## config.mk

```make
export PLATFORM = sky130hd
export DESIGN_NAME = display_arbiter
export DESIGN_NICKNAME = d
export VERILOG_FILES = /design/src/rtl/disp_pkg.sv /design/src/rtl/disp_prio_enc.sv /design/src/rtl/display_arbiter.sv
export SDC_FILE = /design/constraint.sdc
export NUM_CORES = 1
export LEC_CHECK = 0
export CORE_MARGIN = 10
export CORE_UTILIZATION = 52
export CTS_BUF_LIST = sky130_fd_sc_hd__clkbuf_16
export DETAILED_ROUTE_END_ITERATION = 10
export PLACE_DENSITY_LB_ADDON = 0.3
export SYNTH_ARGS = -nofsm -noshare
export SYNTH_HDL_FRONTEND = slang
export SYNTH_SLANG_ARGS = --single-unit
```

## constraint.sdc

```tcl
create_clock -name clk -period 5.1 [get_ports clk]
set_clock_uncertainty 0.1 [all_clocks]
set_input_delay 1.02 -clock clk [delete_from_list [all_inputs] [get_ports clk]]
set_output_delay 1.02 -clock clk [all_outputs]
set_load 0.005 [all_outputs]
```

## src/rtl/disp_pkg.sv

```systemverilog
// Shared constants, state encoding and digit helpers for the display arbiter.
package disp_pkg;

  localparam logic [3:0]  BLANK_DIGIT = 4'hF;
  localparam logic [31:0] BLANK_WORD  = {8{BLANK_DIGIT}};

  typedef enum logic [1:0] {
    IDLE   = 2'd0,
    OWN    = 2'd1,
    FROZEN = 2'd2
  } state_e;

  // Nibble 7 is the leftmost digit, nibble 0 the rightmost.
  function automatic logic [3:0] nibble(input logic [31:0] word, input int unsigned idx);
    return word[4*idx +: 4];
  endfunction

endpackage

```

## src/rtl/disp_prio_enc.sv

```systemverilog
// Combinational fixed-priority encoder; the highest set index wins.
module disp_prio_enc #(
  parameter int unsigned N_REQ = 3,
  localparam int unsigned IW   = (N_REQ > 1) ? $clog2(N_REQ) : 1
) (
  input  logic [N_REQ-1:0] req,
  output logic             valid,
  output logic [N_REQ-1:0] winner,
  output logic [IW-1:0]    idx
);

  always_comb begin
    valid  = |req;
    idx    = '0;
    winner = '0;
    for (int i = 0; i < N_REQ; i++) begin
      if (req[i]) idx = IW'(i);
    end
    if (valid) winner[idx] = 1'b1;
  end

endmodule

```

## src/rtl/display_arbiter.sv

```systemverilog
// Shares one 8-digit display between prioritised requesters with a minimum hold
// time and optional per-owner blinking; all outputs are registered.
module display_arbiter
  import disp_pkg::*;
#(
  parameter int unsigned N_REQ       = 3,
  parameter int unsigned HOLD_CYCLES = 50_000_000,
  parameter int unsigned BLINK_HALF  = 25_000_000
) (
  input  logic                 clk,
  input  logic                 rst_n,
  input  logic [N_REQ-1:0]     req,
  input  logic [32*N_REQ-1:0]  req_digits,
  input  logic [N_REQ-1:0]     req_blink,
  output logic [N_REQ-1:0]     grant,
  output logic [3:0]           display7,
  output logic [3:0]           display6,
  output logic [3:0]           display5,
  output logic [3:0]           display4,
  output logic [3:0]           display3,
  output logic [3:0]           display2,
  output logic [3:0]           display1,
  output logic [3:0]           display0
);

  localparam int unsigned IW = (N_REQ > 1) ? $clog2(N_REQ) : 1;
  localparam int unsigned HW = $clog2(HOLD_CYCLES + 1);
  localparam int unsigned BW = $clog2(BLINK_HALF + 1);

  state_e            state_q, state_d;
  logic [IW-1:0]     owner_q, owner_d;
  logic [N_REQ-1:0]  grant_q, grant_d;
  logic [HW-1:0]     hold_q, hold_d, hold_inc;
  logic [BW-1:0]     blink_cnt_q, blink_cnt_d;
  logic              phase_q, phase_d;
  logic [31:0]       dig_q, dig_d;
  logic [31:0]       disp_q, disp_d;

  logic              win_valid;
  logic [N_REQ-1:0]  win_onehot;
  logic [IW-1:0]     win_idx;
  logic              hold_done, owner_req, take_new;

  disp_prio_enc #(
    .N_REQ (N_REQ)
  ) u_prio_enc (
    .req    (req),
    .valid  (win_valid),
    .winner (win_onehot),
    .idx    (win_idx)
  );

  assign hold_done = (hold_q == HW'(HOLD_CYCLES - 1));
  assign hold_inc  = hold_done ? hold_q : hold_q + HW'(1);
  assign owner_req = req[owner_q];

  always_comb begin
    state_d     = state_q;
    owner_d     = owner_q;
    grant_d     = grant_q;
    hold_d      = hold_q;
    dig_d       = dig_q;
    take_new    = 1'b0;
    blink_cnt_d = blink_cnt_q;
    phase_d     = phase_q;
    disp_d      = BLANK_WORD;

    unique case (state_q)
      IDLE: begin
        if (win_valid) take_new = 1'b1;
      end
      OWN: begin
        if (owner_req) begin
          if (hold_done && (win_idx > owner_q)) begin
            take_new = 1'b1;
          end else begin
            hold_d = hold_inc;
            dig_d  = req_digits[32*owner_q +: 32];
          end
        end else if (hold_done) begin
          if (win_valid) take_new = 1'b1;
          else           state_d  = IDLE;
        end else begin
          state_d = FROZEN;
          grant_d = '0;
          hold_d  = hold_inc;
        end
      end
      FROZEN: begin
        if (hold_done) begin
          if (win_valid) take_new = 1'b1;
          else           state_d  = IDLE;
        end else if (owner_req) begin
          // Owner came back inside its hold window: resume without restarting hold.
          state_d          = OWN;
          grant_d          = '0;
          grant_d[owner_q] = 1'b1;
          hold_d           = hold_inc;
          dig_d            = req_digits[32*owner_q +: 32];
        end else begin
          hold_d = hold_inc;
        end
      end
      default: state_d = IDLE;
    endcase

    if (take_new) begin
      state_d = OWN;
      owner_d = win_idx;
      grant_d = win_onehot;
      hold_d  = '0;
      dig_d   = req_digits[32*win_idx +: 32];
    end

    if (state_d == IDLE) begin
      grant_d = '0;
      hold_d  = '0;
    end

    if ((state_d == IDLE) || take_new || !req_blink[owner_d]) begin
      blink_cnt_d = '0;
      phase_d     = 1'b1;
    end else if (blink_cnt_q == BW'(BLINK_HALF - 1)) begin
      blink_cnt_d = '0;
      phase_d     = ~phase_q;
    end else begin
      blink_cnt_d = blink_cnt_q + BW'(1);
    end

    if ((state_d != IDLE) && phase_d) disp_d = dig_d;
  end

  always_ff @(posedge clk) begin
    if (!rst_n) begin
      state_q     <= IDLE;
      owner_q     <= '0;
      grant_q     <= '0;
      hold_q      <= '0;
      blink_cnt_q <= '0;
      phase_q     <= 1'b1;
      dig_q       <= BLANK_WORD;
      disp_q      <= BLANK_WORD;
    end else begin
      state_q     <= state_d;
      owner_q     <= owner_d;
      grant_q     <= grant_d;
      hold_q      <= hold_d;
      blink_cnt_q <= blink_cnt_d;
      phase_q     <= phase_d;
      dig_q       <= dig_d;
      disp_q      <= disp_d;
    end
  end

  assign grant    = grant_q;
  assign display7 = nibble(disp_q, 7);
  assign display6 = nibble(disp_q, 6);
  assign display5 = nibble(disp_q, 5);
  assign display4 = nibble(disp_q, 4);
  assign display3 = nibble(disp_q, 3);
  assign display2 = nibble(disp_q, 2);
  assign display1 = nibble(disp_q, 1);
  assign display0 = nibble(disp_q, 0);

endmodule

```

Word-level counts from Yosys, hierarchy flattened:

Cells that the tools add are included.

* magnitude comparators: 6
* bitwise operators: 2
* reduce and logical (&&, ||, !) cells: 19
* muxes and demuxes: 43
* shift-type cells: 2
* add/sub/neg operators: 2
* equality and inequality tests: 9

Operator list (count)
* 96-bit by 8-bit indexed part select with 32-bit output: 2
* 32-bit 2-to-1 mux: 5
* 26-bit 2-to-1 mux: 4
* 32-bit case mux with 2 select lines: 1
* 26-bit case mux with 2 select lines: 1
* 26-bit by 1-bit adder with 26-bit output (second input constant): 1
* 26-bit == test (second input constant): 1
* 25-bit by 1-bit adder with 25-bit output (second input constant): 1
* 25-bit == test (second input constant): 1
* 3-bit 2-to-1 mux: 6
* 2-bit 2-to-1 mux: 8
* 3-bit inequality test (second input constant): 5
* 1-bit 2-to-1 mux: 11
* 2-bit by 3-bit < comparator with 1-bit output (second input constant): 3
* 3-bit OR reduction: 3
* 2-bit case mux with 3 select lines: 1
* 3-bit case mux with 2 select lines: 1
* 5-bit AND reduction: 1
* 1-bit binary-select mux with 2-bit select: 2
* 1-bit demux with 2-bit select: 2
* 2-bit by 1-bit greater-or-equal comparator with 1-bit output (second input constant): 2
* 1-bit logical AND: 4
* 2-bit logical NOT: 2
* 2-bit AND reduction: 2
* 10 further kinds: 13

* input port bits: 104
* logic and storage cells: 91
* output and inout port bits: 35
* flip-flop bits (word level): 123

Logic depth before layout (Yosys ltp):

* depth in word-level cells: 15
* mapped depth: 14
* gate-level depth less buffers: 11

Cells and area by module:

From an unflattened synthesis, not the netlist that was laid out.

* cell total of the unflattened synthesis: 841
* area total of the unflattened synthesis: 6776.5 um2

Modules (own cells, without submodules)
* display_arbiter: times used 1, area an instance 6736.5 um2, sequential area each 2462.4 um2, cells each 835
* disp_prio_enc: times used 1, area an instance 40.0 um2, sequential area each 0.0 um2, cells each 6

Worst setup path before layout:

No wires, ideal clock.

* path type: reg2reg
* start: reg owner_q[1]
* end: reg disp_q[10]
* required time: 4871 ps
* path buffers: 3
* arrival: 3434 ps
* library setup time: 129 ps
* clock period less this slack: 3663 ps
* stages on the path, launching flop included: 14
* path slack: 1437 ps
* cell sequence: dfxtp_1 buf_1 buf_1 inv_1 ha_1 nor2b_1 o211ai_1 a311oi_2 o21ai_2 mux2_4 mux2_4 a21oi_4 buf_2 o21ai_0

* word-level cells in the longest chain between the ends: 13
* elaborated cells between the ends (all ways): 30
* classes of those cells: 1 x order compare; 1 x shift; 20 x mux; 8 x reduce/logical

Ends and longest elaborated chain
* from (decl): RTL line display_arbiter.sv:31 `logic [IW-1:0] owner_q, owner_d;`
* from (signal assigned): RTL line display_arbiter.sv:145 `owner_q <= owner_d;`
* 2-bit greater-than comparator: RTL line display_arbiter.sv:74 `if (hold_done && (win_idx > owner_q)) begin`
* 1-bit logical AND: RTL line display_arbiter.sv:74
* 1-bit 2-to-1 mux: RTL line display_arbiter.sv:74
* 1-bit 2-to-1 mux: RTL line display_arbiter.sv:73 `if (owner_req) begin`
* 1-bit case mux with 3 select lines: RTL line display_arbiter.sv:68 `unique case (state_q)`
* 2-bit 2-to-1 mux: RTL line display_arbiter.sv:107 `if (take_new) begin`
* 1-bit binary-select mux with 2-bit select: RTL line display_arbiter.sv:120 `if ((state_d == IDLE) || take_new || !req_blink[owner_d]) begin`
* 1-bit 2-to-1 mux (implied by the code): RTL line display_arbiter.sv:120
* 1-bit logical NOT: RTL line display_arbiter.sv:120
* 1-bit logical OR: RTL line display_arbiter.sv:120
* 1-bit 2-to-1 mux: RTL line display_arbiter.sv:120
* 1-bit logical AND: RTL line display_arbiter.sv:130 `if ((state_d != IDLE) && phase_d) disp_d = dig_d;`
* 2-bit AND reduction (no source line)
* to (signal assigned): RTL line display_arbiter.sv:151 `disp_q <= disp_d;`
* to (decl): RTL line display_arbiter.sv:37 `logic [31:0] disp_q, disp_d;`

Several ways; a longest one is shown, not always the timed one. The select of a mux whose other input is x is not followed.
A chain may end at the register's enable or synchronous reset.

Worst setup path in the final report:

* start: in req[1]
* end: reg disp_q[13]

* word-level cells in the longest chain between the ends: 15
* elaborated cells between the ends (all ways): 37
* classes of those cells: 1 x order compare; 1 x shift; 26 x mux; 9 x reduce/logical

Ends and longest elaborated chain
* from (decl): RTL line display_arbiter.sv:12 `input logic [N_REQ-1:0] req,`
* 1-bit 2-to-1 mux: RTL line disp_prio_enc.sv:17 `if (req[i]) idx = IW'(i);`
* 2-bit 2-to-1 mux: RTL line disp_prio_enc.sv:17
* 2-bit greater-than comparator: RTL line display_arbiter.sv:74
* 1-bit logical AND: RTL line display_arbiter.sv:74
* 1-bit 2-to-1 mux: RTL line display_arbiter.sv:74
* 1-bit 2-to-1 mux: RTL line display_arbiter.sv:73
* 1-bit case mux with 3 select lines: RTL line display_arbiter.sv:68
* 2-bit 2-to-1 mux: RTL line display_arbiter.sv:107
* 1-bit binary-select mux with 2-bit select: RTL line display_arbiter.sv:120
* 1-bit 2-to-1 mux (implied by the code): RTL line display_arbiter.sv:120
* 1-bit logical NOT: RTL line display_arbiter.sv:120
* 1-bit logical OR: RTL line display_arbiter.sv:120
* 1-bit 2-to-1 mux: RTL line display_arbiter.sv:120
* 1-bit logical AND: RTL line display_arbiter.sv:130
* 2-bit AND reduction (no source line)

Several ways; a longest one is shown, not always the timed one. The select of a mux whose other input is x is not followed.

==> impl_table.tex <==
\begin{tabular}{lr}
\hline
Metric & Value \\
\hline
\multicolumn{2}{l}{\textbf{Power and ir drop}} \\
Final total power & 0.00299 W \\
Leak Pwr & 3.26 nW \\
Peak VDD IR & 0.000299 V \\
Cell area power density & 341 mW/mm2 \\
\multicolumn{2}{l}{\textbf{Layout}} \\
Number of standard cells in the final layout excluding fillers & 1141 \\
Area growth from synthesis to layout & 29.2\% \\
Cell area after layout & 0.00879 mm2 \\
Leading cell type in the layout, fill and taps excluded & sky130\_fd\_sc\_hd\_\_clkdlybuf4s50\_1 \\
Nets@finish & 1067 \\
Most frequent cells in the layout & sky130\_fd\_sc\_hd\_\_clkdlybuf4s50\_1 (136), sky130\_fd\_sc\_hd\_\_nor2\_1 (133), sky130\_fd\_sc\_hd\_\_dfxtp\_1 (122), sky130\_fd\_sc\_hd\_\_mux2i\_1 (89), sky130\_fd\_sc\_hd\_\_nand2\_1 (76) \\
Share of post-route cells with drive strength above 1 & 7.95\% \\
\multicolumn{2}{l}{\textbf{Clock network}} \\
Post-CTS resize count & 0 \\
Buffers inserted by post-CTS timing repair & 0 \\
Root buffer selected by CTS & sky130\_fd\_sc\_hd\_\_clkbuf\_16 \\
CTS Sinks & 123 \\
CTS hold repair buffers & 0 \\
Clock slew seen by the registers of the worst setup and hold paths & 0.05 ns \\
Buffer levels on the longest clock path & 2 \\
Clock buffer count from CTS & 17 \\
H-Tree Depth & 4 \\
CTS tree & done \\
Clock latency on the worst-skew pair & 0.42 ns \\
\multicolumn{2}{l}{\textbf{Floorplan}} \\
Area of the core region & 0.0127 mm2 \\
Total I/O pin count & 139 \\
Starting utilization of the core area & 53.5\% \\
Overall die width & 134 um \\
Area of the die & 0.0181 mm2 \\
Number of rows in the core area & 41 \\
Die Ht & 134 um \\
\multicolumn{2}{l}{\textbf{Place}} \\
Weighted congestion at the end of routability-driven global placement & 0.884 \\
Cell Count Post-Placement & 1108 \\
Buffers added on ports & 138 \\
Total half-perimeter wirelength after legalization and detailed placement & 13100 um \\
DP Area & 0.00827 mm2 \\
\multicolumn{2}{l}{\textbf{Synthesis}} \\
Synthesized cell area & 0.00680 mm2 \\
Number of instances in the synthesized netlist & 841 \\
Nets in the synthesized netlist & 953 \\
Mapped Avg Cell Area & 8.09 um2 \\
Main flop type after synthesis & sky130\_fd\_sc\_hd\_\_dfxtp\_1 \\
Post-synth top area cell & sky130\_fd\_sc\_hd\_\_dfxtp\_1 \\
Number of register bits inferred by synthesis & 123 \\
Synth warnings & 0 \\
Area contributors post-synth & sky130\_fd\_sc\_hd\_\_dfxtp\_1 (36\%), sky130\_fd\_sc\_hd\_\_mux2i\_1 (13\%), sky130\_fd\_sc\_hd\_\_nor2\_1 (7.4\%) \\
Post-synth EDFFs & 0 \\
FFs w/ async S/R, synth & 0\% \\
Post-synthesis sequential area ratio & 36.2\% \\
Number of different library cells in the post-synthesis netlist & 54 \\
Post-synth top area share & 36.2\% \\
\multicolumn{2}{l}{\textbf{STA}} \\
Rel. slew slack & 32.2\% \\
Final Hold Violating Endpoints & 0 \\
Total of endpoints with negative setup slack in the final report & 0 \\
Portion of the clock cycle consumed by the worst path in the final layout & 75.0\% \\
Unrepaired setup endpoints after global routing & false \\
Clock period minus worst slack & 3.83 ns \\
Final total negative setup slack & 0 ns \\
Slew @ Worst Pin & 1.02 ns \\
Max Transition Viols Final & 0 \\
Fmax & 261 MHz \\
\multicolumn{2}{l}{\textbf{Global route}} \\
Number of global-route vias before repair & 6208 \\
Aggregate global-route resource usage & 20.9\% \\
Global-route wire length before repair & 31000 um \\
Maximum number of pins on one net before global-route repair & 53 \\
Antenna violations before repair & 1 \\
Overall overflow remaining after global route & 0 \\
\multicolumn{2}{l}{\textbf{Route}} \\
Number of iterations in the first detailed-routing pass & 5 \\
Antenna-violating nets left & 0 \\
DR vias & 6335 \\
Post-route DRC violation count & 0 \\
Routed via count divided by cell count & 5.55 \\
Routed wire length & 18900 um \\
Number of DRC markers in iteration 0 & 345 \\
Routed length per instance & 16.5 um \\
\multicolumn{2}{l}{\textbf{Min path}} \\
Class of the worst hold path & reg -> reg \\
Min-Delay Path Depth & 1 \\
\multicolumn{2}{l}{\textbf{Worst setup path}} \\
Source of the critical timing path & req[1] \\
Category of the critical setup timing path & in -> reg \\
Startpoint of the most critical register-to-register path & owner\_q[1]\$\_SDFF\_PN0\_ \\
Maximum net fanout on the critical path & 52 \\
FF-to-FF setup slack & 1.49 ns \\
Startpoint type of the worst setup path & input pin \\
Depth of the most critical reg-to-reg path & 12 \\
Endpoint of the worst setup timing path & disp\_q[13]\$\_SDFF\_PN1\_ \\
Arrival time reported for the critical path endpoint & 3.99 ns \\
Required time at the worst-slack endpoint & 5.26 ns \\
Crit end category & flop \\
Worst reg2reg endpoint & disp\_q[13]\$\_SDFF\_PN1\_ \\
\multicolumn{2}{l}{\textbf{Status}} \\
Result of the run & completed \\
\multicolumn{2}{l}{\textbf{Job}} \\
Total of max-cap violations & 0 \\
\hline
\end{tabular}
## worst min path at each step
stage	startpoint	end	slack, ns
2_1_floorplan	blink_cnt_q[0]$_SDFF_PP0_	blink_cnt_q[0]$_SDFF_PP0_	0.33
3_3_place_gp	blink_cnt_q[0]$_SDFF_PP0_	blink_cnt_q[0]$_SDFF_PP0_	0.34
3_5_place_dp	blink_cnt_q[0]$_SDFF_PP0_	blink_cnt_q[0]$_SDFF_PP0_	0.36
4_1_cts	blink_cnt_q[0]$_SDFF_PP0_	blink_cnt_q[0]$_SDFF_PP0_	0.37
5_1_grt	blink_cnt_q[0]$_SDFF_PP0_	blink_cnt_q[0]$_SDFF_PP0_	0.42
6_report	blink_cnt_q[0]$_SDFF_PP0_	blink_cnt_q[0]$_SDFF_PP0_	0.37
## area by class of cell
| cell class | instances | area, um2 |
|---|---|---|
| timing repair buffer | 150 | 1460 |
| antenna | 1 | 2.50 |
| clock buffer | 17 | 425 |
| inverter | 12 | 45.0 |
| fill | 1093 | 3940 |
| multi-input combinational | 651 | 4080 |
| sequential | 123 | 2460 |
| tap | 172 | 215 |
| clock inverter | 15 | 92.6 |
## worst max-delay path, stage by stage
cell and delay [ns]:
sky130_fd_sc_hd__buf_2 0.09, sky130_fd_sc_hd__buf_4 0.52, sky130_fd_sc_hd__or3_1 0.27, sky130_fd_sc_hd__nand4_1 0.13, sky130_fd_sc_hd__a311oi_2 0.39, sky130_fd_sc_hd__o21ai_4 0.12, sky130_fd_sc_hd__buf_4 0.36, sky130_fd_sc_hd__nand4_1 0.21
sky130_fd_sc_hd__nand2_1 0.10, sky130_fd_sc_hd__a21oi_4 0.34, sky130_fd_sc_hd__buf_4 0.30, sky130_fd_sc_hd__o21ai_0 0.10
## Yosys cell counts, drive strengths merged (2+ instances only)
library cell	instances
nor2	134
dfxtp	123
mux2i	89
nand2	76
o21ai	72
a21oi	49
clkbuf	33
xor2	32
or2	23
buf	22
a22oi	21
nand3	21
xnor2	17
nor2b	15
nand4	14
inv	12
a22o	11
and3	9
ha	8
nor3	8
nor4	7
a211oi	4
o211ai	4
or3	4
and4	3
nand2b	3
nor4b	3
and2	2
and4bb	2
mux2	2
o21a	2
o22ai	2
## logic make-up (layout without fill, tap and decap cells)
group	Yosys count	in the layout	share of synthesized area [%]
mux	91	91	13.5
compound gates	174	174	15.6
flops	123	123	36.2
simple gates	329	329	22.8
buf+inv	67	194	4.03
xor+xnor	49	49	6.31
other cells	0	1	0
fa+ha+maj	8	8	1.47
## layer usage
metal  track usage [%]  part of all wire (%)  wire, um  vias up
li1                  -                     -         -     3170
met1              23.9                    42      8000     2946
met2              34.7                    48      9010      187
met3              7.39                   7.5      1420       32
met4              8.40                   2.3       441        0
met5                 0                     0         0        -
## where the power goes
group / total, W / switching, W / internal [W]
sequential: 0.00112 / 0.0000451 / 0.00107
clock: 0.00106 / 0.000412 / 0.000647
combinational: 0.000819 / 0.000409 / 0.000409
## stage by stage
step / setup WS, ns / util, % / hold slack [ns]
6_report: 1.27 / 69.1 / 0.371
3_3_place_gp: 0.975 / 65.0 / 0.341
4_1_cts: 1.32 / 69.1 / 0.369
2_1_floorplan: 1.44 / - / 0.330
5_1_grt: 1.03 / 69.1 / 0.418
3_5_place_dp: 0.901 / 65.0 / 0.356
Power figures use the tool's default switching activity.
==> RTL change, RTL diff (config.mk and constraints unchanged) <==
Set the parameter `HOLD_CYCLES` to 100_000_000 (it was 50_000_000).
--- a/src/rtl/display_arbiter.sv
+++ b/src/rtl/display_arbiter.sv
@@ -5,5 +5,5 @@
 #(
   parameter int unsigned N_REQ       = 3,
-  parameter int unsigned HOLD_CYCLES = 50_000_000,
+  parameter int unsigned HOLD_CYCLES = 100_000_000,
   parameter int unsigned BLINK_HALF  = 25_000_000
 ) (
Formal check against the unedited RTL: same outputs for any inputs over 4 cycles, from zero or initial values and one cycle with rst_n low; that may be too few to reach the edited logic, so the function may still have changed.
==> RTL change against the unedited design <==
Power rose by 5.1%. Setup slack improved by 260 ps. Wire length fell by 1.6%. Critical path depth fell by 2. Critical path type unchanged. Sequential cell count rose by 1. Cell area barely moved. Via count fell by 0.39%. Synthesized area fell by 0.94%. Highest routed layer unchanged.
==> RTL change: results (changes against the unedited design) <==
status: "finished clean"
holdWs_ps: 363  # -7.64 ps
gr-usage-met3_pct: 6.20  # -1.2 points
n_antenna_cell: 0  # -1
irDropWorstVdd_mv: 0.256  # -14%
power.switching_mw: 0.910  # +5.1%
synth_cell_type_count: 60  # +11%
crit_start: "req[2]"
clock_latency_ps: 420  # about the same
drt-pass1-iter-count: 6  # +1
avgSynthCellArea_um2: 8.43  # +4.3%
hold_depth: 1  # unchanged
cp_max_fo: 32  # -38%
slowest_stage: "o311a_4"
use_met1_pct: 24.8  # +0.89 points
nets: 1029  # -3.6%
routed_wl_um: 18600  # -1.6%
dp_worst_setup_slack_ps: 1130  # +226 ps
async_reset_ff_share_pct: 0  # unchanged
reg2reg_slack_ps: 1930  # +440 ps
grt_pass1_wl_um: 30600  # -1.4%
placed_area_mm2: 0.00820  # -0.85%
vias_per_cell: 5.73  # +3.1%
vias: 6310  # -0.39%
drive_above_1_share_pct: 9.35  # +1.4 points
portBuffers: 138  # unchanged
ctsResizeCount: 0  # unchanged
dp_hpwl_um: 12800  # -2.0%
clk_pin_slew_ps: 50  # about the same
placed_cells: 1070  # -3.4%
synth_commonest_cells: "nand2_1 (155), dfxtp_1 (124), nor2_1 (74)"
yosysSeqAreaShare_pct: 36.8  # +0.64 points
grt_max_degree: 44  # -17%
synthesis.nets: 911  # -4.4%
gp_congestion: 0.859  # -2.8%
hold_class: "register to register"
met2_usage_pct: 33.3  # -1.4 points
numCtsBuffers: 17  # unchanged
worstRegToRegCells: 10  # -2
drt_iter0_markers: 452  # +31%
timing.fmax_mhz: 281  # +7.3%
slew_headroom_pct: 37.0  # +4.8 points
cp_slowest_stage_delay_ps: 430  # -90 ps
grt_pass1_vias: 6235  # +0.43%
cts_buffer_depth: 2  # unchanged
wl_met1_um: 8220  # +2.8%
wl_met3_um: 1270  # -11%
arrival_ps: 3760  # -230 ps
synth_area_leaders: "dfxtp_1 (37%), mux2i_1 (9.7%), nand2_1 (8.6%), o21ai_0 (5.1%), a221o_1 (4.8%)"
p_leak_nw: 3.23  # -1.0%
met2_length_um: 8660  # -3.9%
crit_end: "disp_q[24]$_SDFF_PN1_"
pg_clk_mw: 1.18  # +11%
yosys_warnings: 0  # unchanged
antenna_found_initial: 0  # -1
p_total_mw: 3.14  # +5.1%
grt_use_total_pct: 20.5  # -0.34 points
r2r-start: "owner_q[1]$_SDFF_PN0_"
synth_edf_count: 0  # unchanged
## RTL change: cell types whose count changed after synthesis, moves of 7 or more
cell	before	now
nor2b_1	15	2
mux2i_1	89	65
a22oi_1	21	2
or2_2	23	1
o21ai_1	12	5
clkbuf_1	33	26
o21ai_0	59	68
nor2_1	134	74
nand2_1	76	155
a22o_1	11	0
o21ai_2	1	31
a21oi_1	47	8
a221o_1	1	32
## RTL change: worst max-delay path: cells and delay by family
kind	cells	cell delay [ps]
AO/OA/AOI/OAI	5	1370
adder cells (fa/ha/maj)	1	330
buffers and inverters	2	780
AND/OR/NAND/NOR	2	230
## RTL change: logic make-up after synthesis
group,synth area share (%)
compound gates,19.7
xor+xnor,6.50
fa+ha+maj,1.49
buf+inv,3.94
flops,36.8
mux,9.66
simple gates,21.9
## RTL change: layout make-up
cell class                 count  area (um^2)
sequential                   124         2480
timing repair buffer         148         1450
tap                          172          215
fill                         990         3890
clock buffer                  17          425
clock inverter                15          158
inverter                      11         41.3
multi-input combinational    615         4010
